### src/rtl/led_pattern_ctrl.sv
// rtl/led_pattern_ctrl.sv - LED bank pattern sequencer with prescaled stepping and debounced single-step
// Rotate/bounce/blink patterns, free-run or paused single-step from a push button.
module led_pattern_ctrl #(
    parameter int TICK_DIV   = 5000000,
    parameter int DEB_CYCLES = 1000000,
    parameter int LED_W      = 16
) (
    input  logic             clk,
    input  logic             rst_n,
    input  logic [1:0]       mode,
    input  logic             run,
    input  logic [1:0]       speed,
    input  logic             step_btn,
    output logic [LED_W-1:0] led,
    output logic [1:0]       cur_mode,
    output logic             running,
    output logic             step_strobe
);

    localparam int CNT_W = (TICK_DIV > 1) ? $clog2(TICK_DIV) : 1;
    localparam int DEB_W = $clog2(DEB_CYCLES + 1);
    localparam logic [CNT_W-1:0] CNT_LAST = CNT_W'(TICK_DIV - 1);
    localparam logic [DEB_W-1:0] DEB_LAST = DEB_W'(DEB_CYCLES - 1);

    typedef enum logic {PAUSE, RUN} state_t;

    state_t           state_q, state_d;
    logic [1:0]       mode_s1_q, mode_s_q;
    logic             run_s1_q, run_s_q;
    logic             btn_s1_q, btn_s_q;
    logic             deb_q, deb_d;
    logic [DEB_W-1:0] deb_cnt_q, deb_cnt_d;
    logic             step_req_q, step_req_d;
    logic [CNT_W-1:0] cnt_q, cnt_d;
    logic [2:0]       sub_q, sub_d;
    logic [LED_W-1:0] led_q, led_d;
    logic             dir_q, dir_d;  // 0 = moving left (towards MSB), 1 = moving right
    logic [1:0]       cur_mode_q, cur_mode_d;
    logic             running_q, running_d;
    logic             strobe_q, strobe_d;
    logic             tick, advance;
    logic [3:0]       sub_lim;
    logic [LED_W-1:0] seed;

    always_ff @(posedge clk or negedge rst_n) begin
        if (!rst_n) begin
            mode_s1_q  <= 2'b00;
            mode_s_q   <= 2'b00;
            run_s1_q   <= 1'b0;
            run_s_q    <= 1'b0;
            btn_s1_q   <= 1'b0;
            btn_s_q    <= 1'b0;
            deb_q      <= 1'b0;
            deb_cnt_q  <= '0;
            step_req_q <= 1'b0;
            state_q    <= PAUSE;
            cnt_q      <= '0;
            sub_q      <= '0;
            led_q      <= LED_W'(1);
            dir_q      <= 1'b0;
            cur_mode_q <= 2'b00;
            running_q  <= 1'b0;
            strobe_q   <= 1'b0;
        end else begin
            mode_s1_q  <= mode;
            mode_s_q   <= mode_s1_q;
            run_s1_q   <= run;
            run_s_q    <= run_s1_q;
            btn_s1_q   <= step_btn;
            btn_s_q    <= btn_s1_q;
            deb_q      <= deb_d;
            deb_cnt_q  <= deb_cnt_d;
            step_req_q <= step_req_d;
            state_q    <= state_d;
            cnt_q      <= cnt_d;
            sub_q      <= sub_d;
            led_q      <= led_d;
            dir_q      <= dir_d;
            cur_mode_q <= cur_mode_d;
            running_q  <= running_d;
            strobe_q   <= strobe_d;
        end
    end

    // Any reversal before the count completes drops the count back to zero.
    always_comb begin
        deb_d      = deb_q;
        deb_cnt_d  = '0;
        step_req_d = 1'b0;
        if (btn_s_q != deb_q) begin
            if (deb_cnt_q == DEB_LAST) begin
                deb_d      = btn_s_q;
                step_req_d = btn_s_q;
            end else begin
                deb_cnt_d = deb_cnt_q + 1'b1;
            end
        end
    end

    always_comb begin
        seed = '0;
        case (mode_s_q)
            2'b00:   seed = LED_W'(1);
            2'b01:   seed = {1'b1, {(LED_W-1){1'b0}}};
            2'b10:   seed = LED_W'(1);
            default: seed = '0;
        endcase
    end

    always_comb begin
        state_d    = state_q;
        cnt_d      = cnt_q;
        sub_d      = sub_q;
        led_d      = led_q;
        dir_d      = dir_q;
        cur_mode_d = cur_mode_q;
        advance    = 1'b0;
        tick       = (state_q == RUN) && (cnt_q == CNT_LAST);
        sub_lim    = (4'd1 << speed) - 4'd1;

        case (state_q)
            PAUSE:   if (run_s_q)  state_d = RUN;
            default: if (!run_s_q) state_d = PAUSE;
        endcase

        if (state_q == RUN) begin
            cnt_d = tick ? '0 : cnt_q + 1'b1;
            if (tick) begin
                // >= lets a mid-count speed reduction take effect on the next tick.
                if ({1'b0, sub_q} >= sub_lim) begin
                    sub_d   = '0;
                    advance = 1'b1;
                end else begin
                    sub_d = sub_q + 1'b1;
                end
            end
        end else begin
            advance = step_req_q;
        end

        if (state_d == PAUSE) begin
            cnt_d = '0;
            sub_d = '0;
        end

        if (mode_s_q != cur_mode_q) begin
            cur_mode_d = mode_s_q;
            dir_d      = 1'b0;
            cnt_d      = '0;
            sub_d      = '0;
            led_d      = seed;
            advance    = 1'b0;
        end else if (advance) begin
            case (cur_mode_q)
                2'b00: led_d = {led_q[LED_W-2:0], led_q[LED_W-1]};
                2'b01: led_d = {led_q[0], led_q[LED_W-1:1]};
                2'b10: begin
                    if (!dir_q) begin
                        led_d = led_q << 1;
                        if (led_q[LED_W-2]) dir_d = 1'b1;
                    end else begin
                        led_d = led_q >> 1;
                        if (led_q[1]) dir_d = 1'b0;
                    end
                end
                default: led_d = ~led_q;
            endcase
        end

        strobe_d  = advance;
        running_d = (state_d == RUN);
    end

    assign led         = led_q;
    assign cur_mode    = cur_mode_q;
    assign running     = running_q;
    assign step_strobe = strobe_q;

endmodule

### config.mk
export PLATFORM = sky130hd
export DESIGN_NAME = led_pattern_ctrl
export DESIGN_NICKNAME = d
export VERILOG_FILES = /design/src/rtl/led_pattern_ctrl.sv
export SDC_FILE = /design/constraint.sdc
export NUM_CORES = 1
export LEC_CHECK = 0
export CORE_MARGIN = 3
export CORE_UTILIZATION = 53
export CTS_CLUSTER_SIZE = 20
export DETAILED_ROUTE_END_ITERATION = 8
export GPL_TIMING_DRIVEN = 1
export PLACE_DENSITY = 0.76
export SLEW_MARGIN = 20
export SYNTH_ARGS = -nofsm -noshare
export SYNTH_HDL_FRONTEND = slang
export SYNTH_SLANG_ARGS = --single-unit
### constraint.sdc
create_clock -name clk -period 1.95 [get_ports clk]
set_clock_uncertainty 0.05 [all_clocks]
set_input_delay 0.195 -clock clk [delete_from_list [all_inputs] [get_ports clk]]
set_output_delay 0.195 -clock clk [all_outputs]
set_load 0.05 [all_outputs]
==> run_results.csv <==
group,metric,value,unit
outcome,status,"completed",
power,p_sw,871,uW
sta,slew_headroom,64.7,%
clock_network,clk_latency,0.35,ns
place,dpl.cell_count,573,
global_route,use_met2,37.4,%
synth,synth_mux_area_share,8.07,%
synth,synth_area_per_cell,9.67,sq um
global_route,gr-usage-met3,5.93,%
cells_and_area,nFillCells,568,
synth,synthXorXnorAreaFrac,7.25,%
clock_network,cts_tree,"yes",
power,powerDensity,600,nW/um^2
synth,ys_seq_area_share,46.9,%
sta,max_freq,0.525,GHz
clock_network,clkTransAtPathRegs,0.09,ns
synth,synth-edff-count,0,
global_route,track_usage,22.6,%
cells_and_area,fin_cells,596,
floorplanning,die_y,94.1,um
setup_path,end_kind,"output port",
setup_path,start_kind,"register",
sta,min_period_over_period,97.7,%
drt,ant_nets,0,
sta,hold_violations,0,
floorplanning,dieArea,8850,sq um
synth,syn_area,4110,sq um
global_route,first_global_vias,3406,
clock_network,numCtsBuffers,9,
place,io_buffers,27,
clock_network,clockBufferDepth,2,
synth,synth_top_family_by_area,"simple AND/OR/NAND/NOR gates",
global_route,antenna_found_initial,0,
sta,rsz0062_at_grt,"yes",
place,gp_congestion,0.865,
cells_and_area,final-seq-area,1930,sq um
synth,async_flop_share,100,%
clock_network,clockRootBuffer,"clkbuf_8",
sta,setup_violations,0,
clock_network,htree_levels,3,
power,power,3.10,mW
sta,setup_slack,0.0451,ns
drt,routedWlPerCell,15.8,um
sta,hold_ws,0.216,ns
sta,slew_viol_final,0,
cells_and_area,multi_input_area,2210,sq um
synth,yosysWarnings,0,
drt,drc,0,
clock_network,cts.sinks,77,
cells_and_area,final_common_cell,"dfrtp_1",
synth,synthSimpleGateAreaFrac,24.2,%
cells_and_area,utilization,70.0,%
cells_and_area,drive_gt1_share,20.1,%
floorplanning,rows,31,
place,place_ws,-0.496,ns
place,hpwl,6270,um
floorplanning,io_pins,28,
synth,syn_nets,439,
power,pwr-share-comb,9.8,%
drt,num_vias,3392,
global_route,grt_max_degree,40,
floorplanning,die_w,94.1,um
setup_path,worstPathCellList,"buf_4, clkdlybuf4s50_1",
setup_path,cpMaxStageDelayCell,"clkdlybuf4s50_1",
floorplanning,core_area,7370,sq um
synth,synth_fa_ha_area_share,1.83,%
synth,synth_compound_area_share,8.95,%
global_route,gr-usage-met1,29.2,%
cells_and_area,final_nets,506,
floorplanning,initial_core_util,55.8,%
worst_hold_path,hp-class,"input port to register",
synth,synthCells,425,
drt,dr.pass1.iters,4,
drt,drtIter0Drc,146,
drt,routed_via_density,5.69,
power,p_seq_share,53.1,%
global_route,grt-busiest-layer,"met2",
global_route,grt_first_pass_wirelength,15900,um
setup_path,worst-path-max-fanout,4,
global_route,grt_overflow_total,0,
synth,ys_ff_latch,77,
synth,synth_ff_type,"dfrtp_1",
drt,wl,9430,um
power,p_leak,2.45,nW
setup_path,path_class,"register to output port",
cells_and_area,diodes,0,
flow_run,drv_cap,0,
sta,finalCriticalPeriod,1.90,ns
sta,tightestPinTransition,0.529,ns
power,clkPwrFrac,37.1,%
power,sw_frac_of_total,28.1,%
setup_path,crit_arrival,1.66,ns
power,p_int,2.23,mW
synth,synth_cell_type_count,49,
power,ir_drop,0.430,mV
cells_and_area,area_delta_synth_final,25.6,%
setup_path,critPathRequiredTime,1.70,ns
setup_path,critPathMaxStageDelay,0.80,ns
cells_and_area,mostFrequentLayoutCells,"71 x dfrtp_1, 54 x nor2_1, 50 x buf_4, 45 x nand2_1, 32 x mux2i_1",
==> stage by stage <==
step	TNS [ns]	instance area, sq um
6_report	0	5160
5_1_grt	-0.149	5160
3_3_place_gp	-7.00	4750
2_1_floorplan	0	4110
3_5_place_dp	-8.03	4750
4_1_cts	-0.0386	4980
==> power groups by stage <==
stage / registers (mW) / logic (mW) / clock network (mW)
after detailed placement: 1.67 / 0.276 / 0
final: 1.64 / 0.304 / 1.15
after global placement: 1.67 / 0.269 / 0
after CTS: 1.64 / 0.285 / 1.19
after global routing: 1.65 / 0.337 / 1.26
after floorplan: 1.70 / 0.127 / 0
==> cells in the mapped netlist (6+ instances only) <==
cell type | n | area share, %
ha_1 | 6 | 1.8
clkbuf_1 | 13 | 1.2
nor4_1 | 6 | 0.91
dfrtp_1 | 76 | 46
xor2_1 | 18 | 3.8
nand4_1 | 8 | 1.2
nor2_1 | 54 | 4.9
nand3_1 | 19 | 2.3
o21ai_0 | 24 | 2.9
nand2_1 | 45 | 4.1
o211ai_1 | 12 | 2.2
nor3_1 | 9 | 1.1
and3_1 | 7 | 1.1
a21oi_1 | 10 | 1.2
xnor2_1 | 16 | 3.4
nor2b_1 | 7 | 1.1
mux2i_1 | 32 | 7.8
==> cells by family (layout without fill, tap and decap cells) <==
logic type / Yosys count / count (layout)
adder cells (fa/ha/maj): 6 / 6
buffers and inverters: 26 / 98
XOR/XNOR: 34 / 34
flip-flops: 77 / 77
AO/OA/AOI/OAI: 60 / 60
multiplexers: 33 / 33
AND/OR/NAND/NOR: 189 / 189
==> path summary, 6_finish.rpt <==
kind                         startpoint   endpoint  slack, ns  cells after the start
max                             running    running       0.05                      2
min                            step_btn   btn_s1_q       0.22                      1
max reg2reg                deb_cnt_q[8]      deb_q       0.05                      4
min reg2reg                    btn_s1_q    btn_s_q       0.31                      0
max in group asynchronous         rst_n     led[0]       0.90                      3
min in group asynchronous         rst_n  cnt_q[17]       0.30                      2
==> critical path: cells and delay by family, from the launching register on <==
family / cells / cell delay (ns)
buf+inv: 2 / 0.93
flops: 1 / 0.38
==> metal layers <==
layer  vias up  share of wire [%]
met5         -                  0
met4         0                1.5
met3        15                3.6
met2        67                 52
met1      1669                 43
li1       1641                  -
==> sequential cells by signal (all words and copies together), names as in the netlist, 2 cells and up <==
signal	cells
cnt_q	23
led	16
cur_mode	2
deb_cnt_q	20
mode_s_q	2
mode_s1_q	2
sub_q	3
==> area by class of cell <==
cell class,instances,share of cell area [%]
inverter,4,0.291
clock buffer,9,2.40
clock inverter,7,1.19
multi-input combinational,322,42.8
tap,99,2.40
sequential,77,37.5
timing repair buffer,78,13.5
==> what timing repair did <==
item | 4_1_cts | 5_1_grt
resized for setup | 6 | 34
pin swaps | 3 | 12
setup buffers | 2 | 3
hold endpoints to repair | 38 | 0
cloned | 0 | 1
setup endpoints to repair | 20 | 49
hold buffers | 1 | 0
Power figures use the tool's default switching activity.
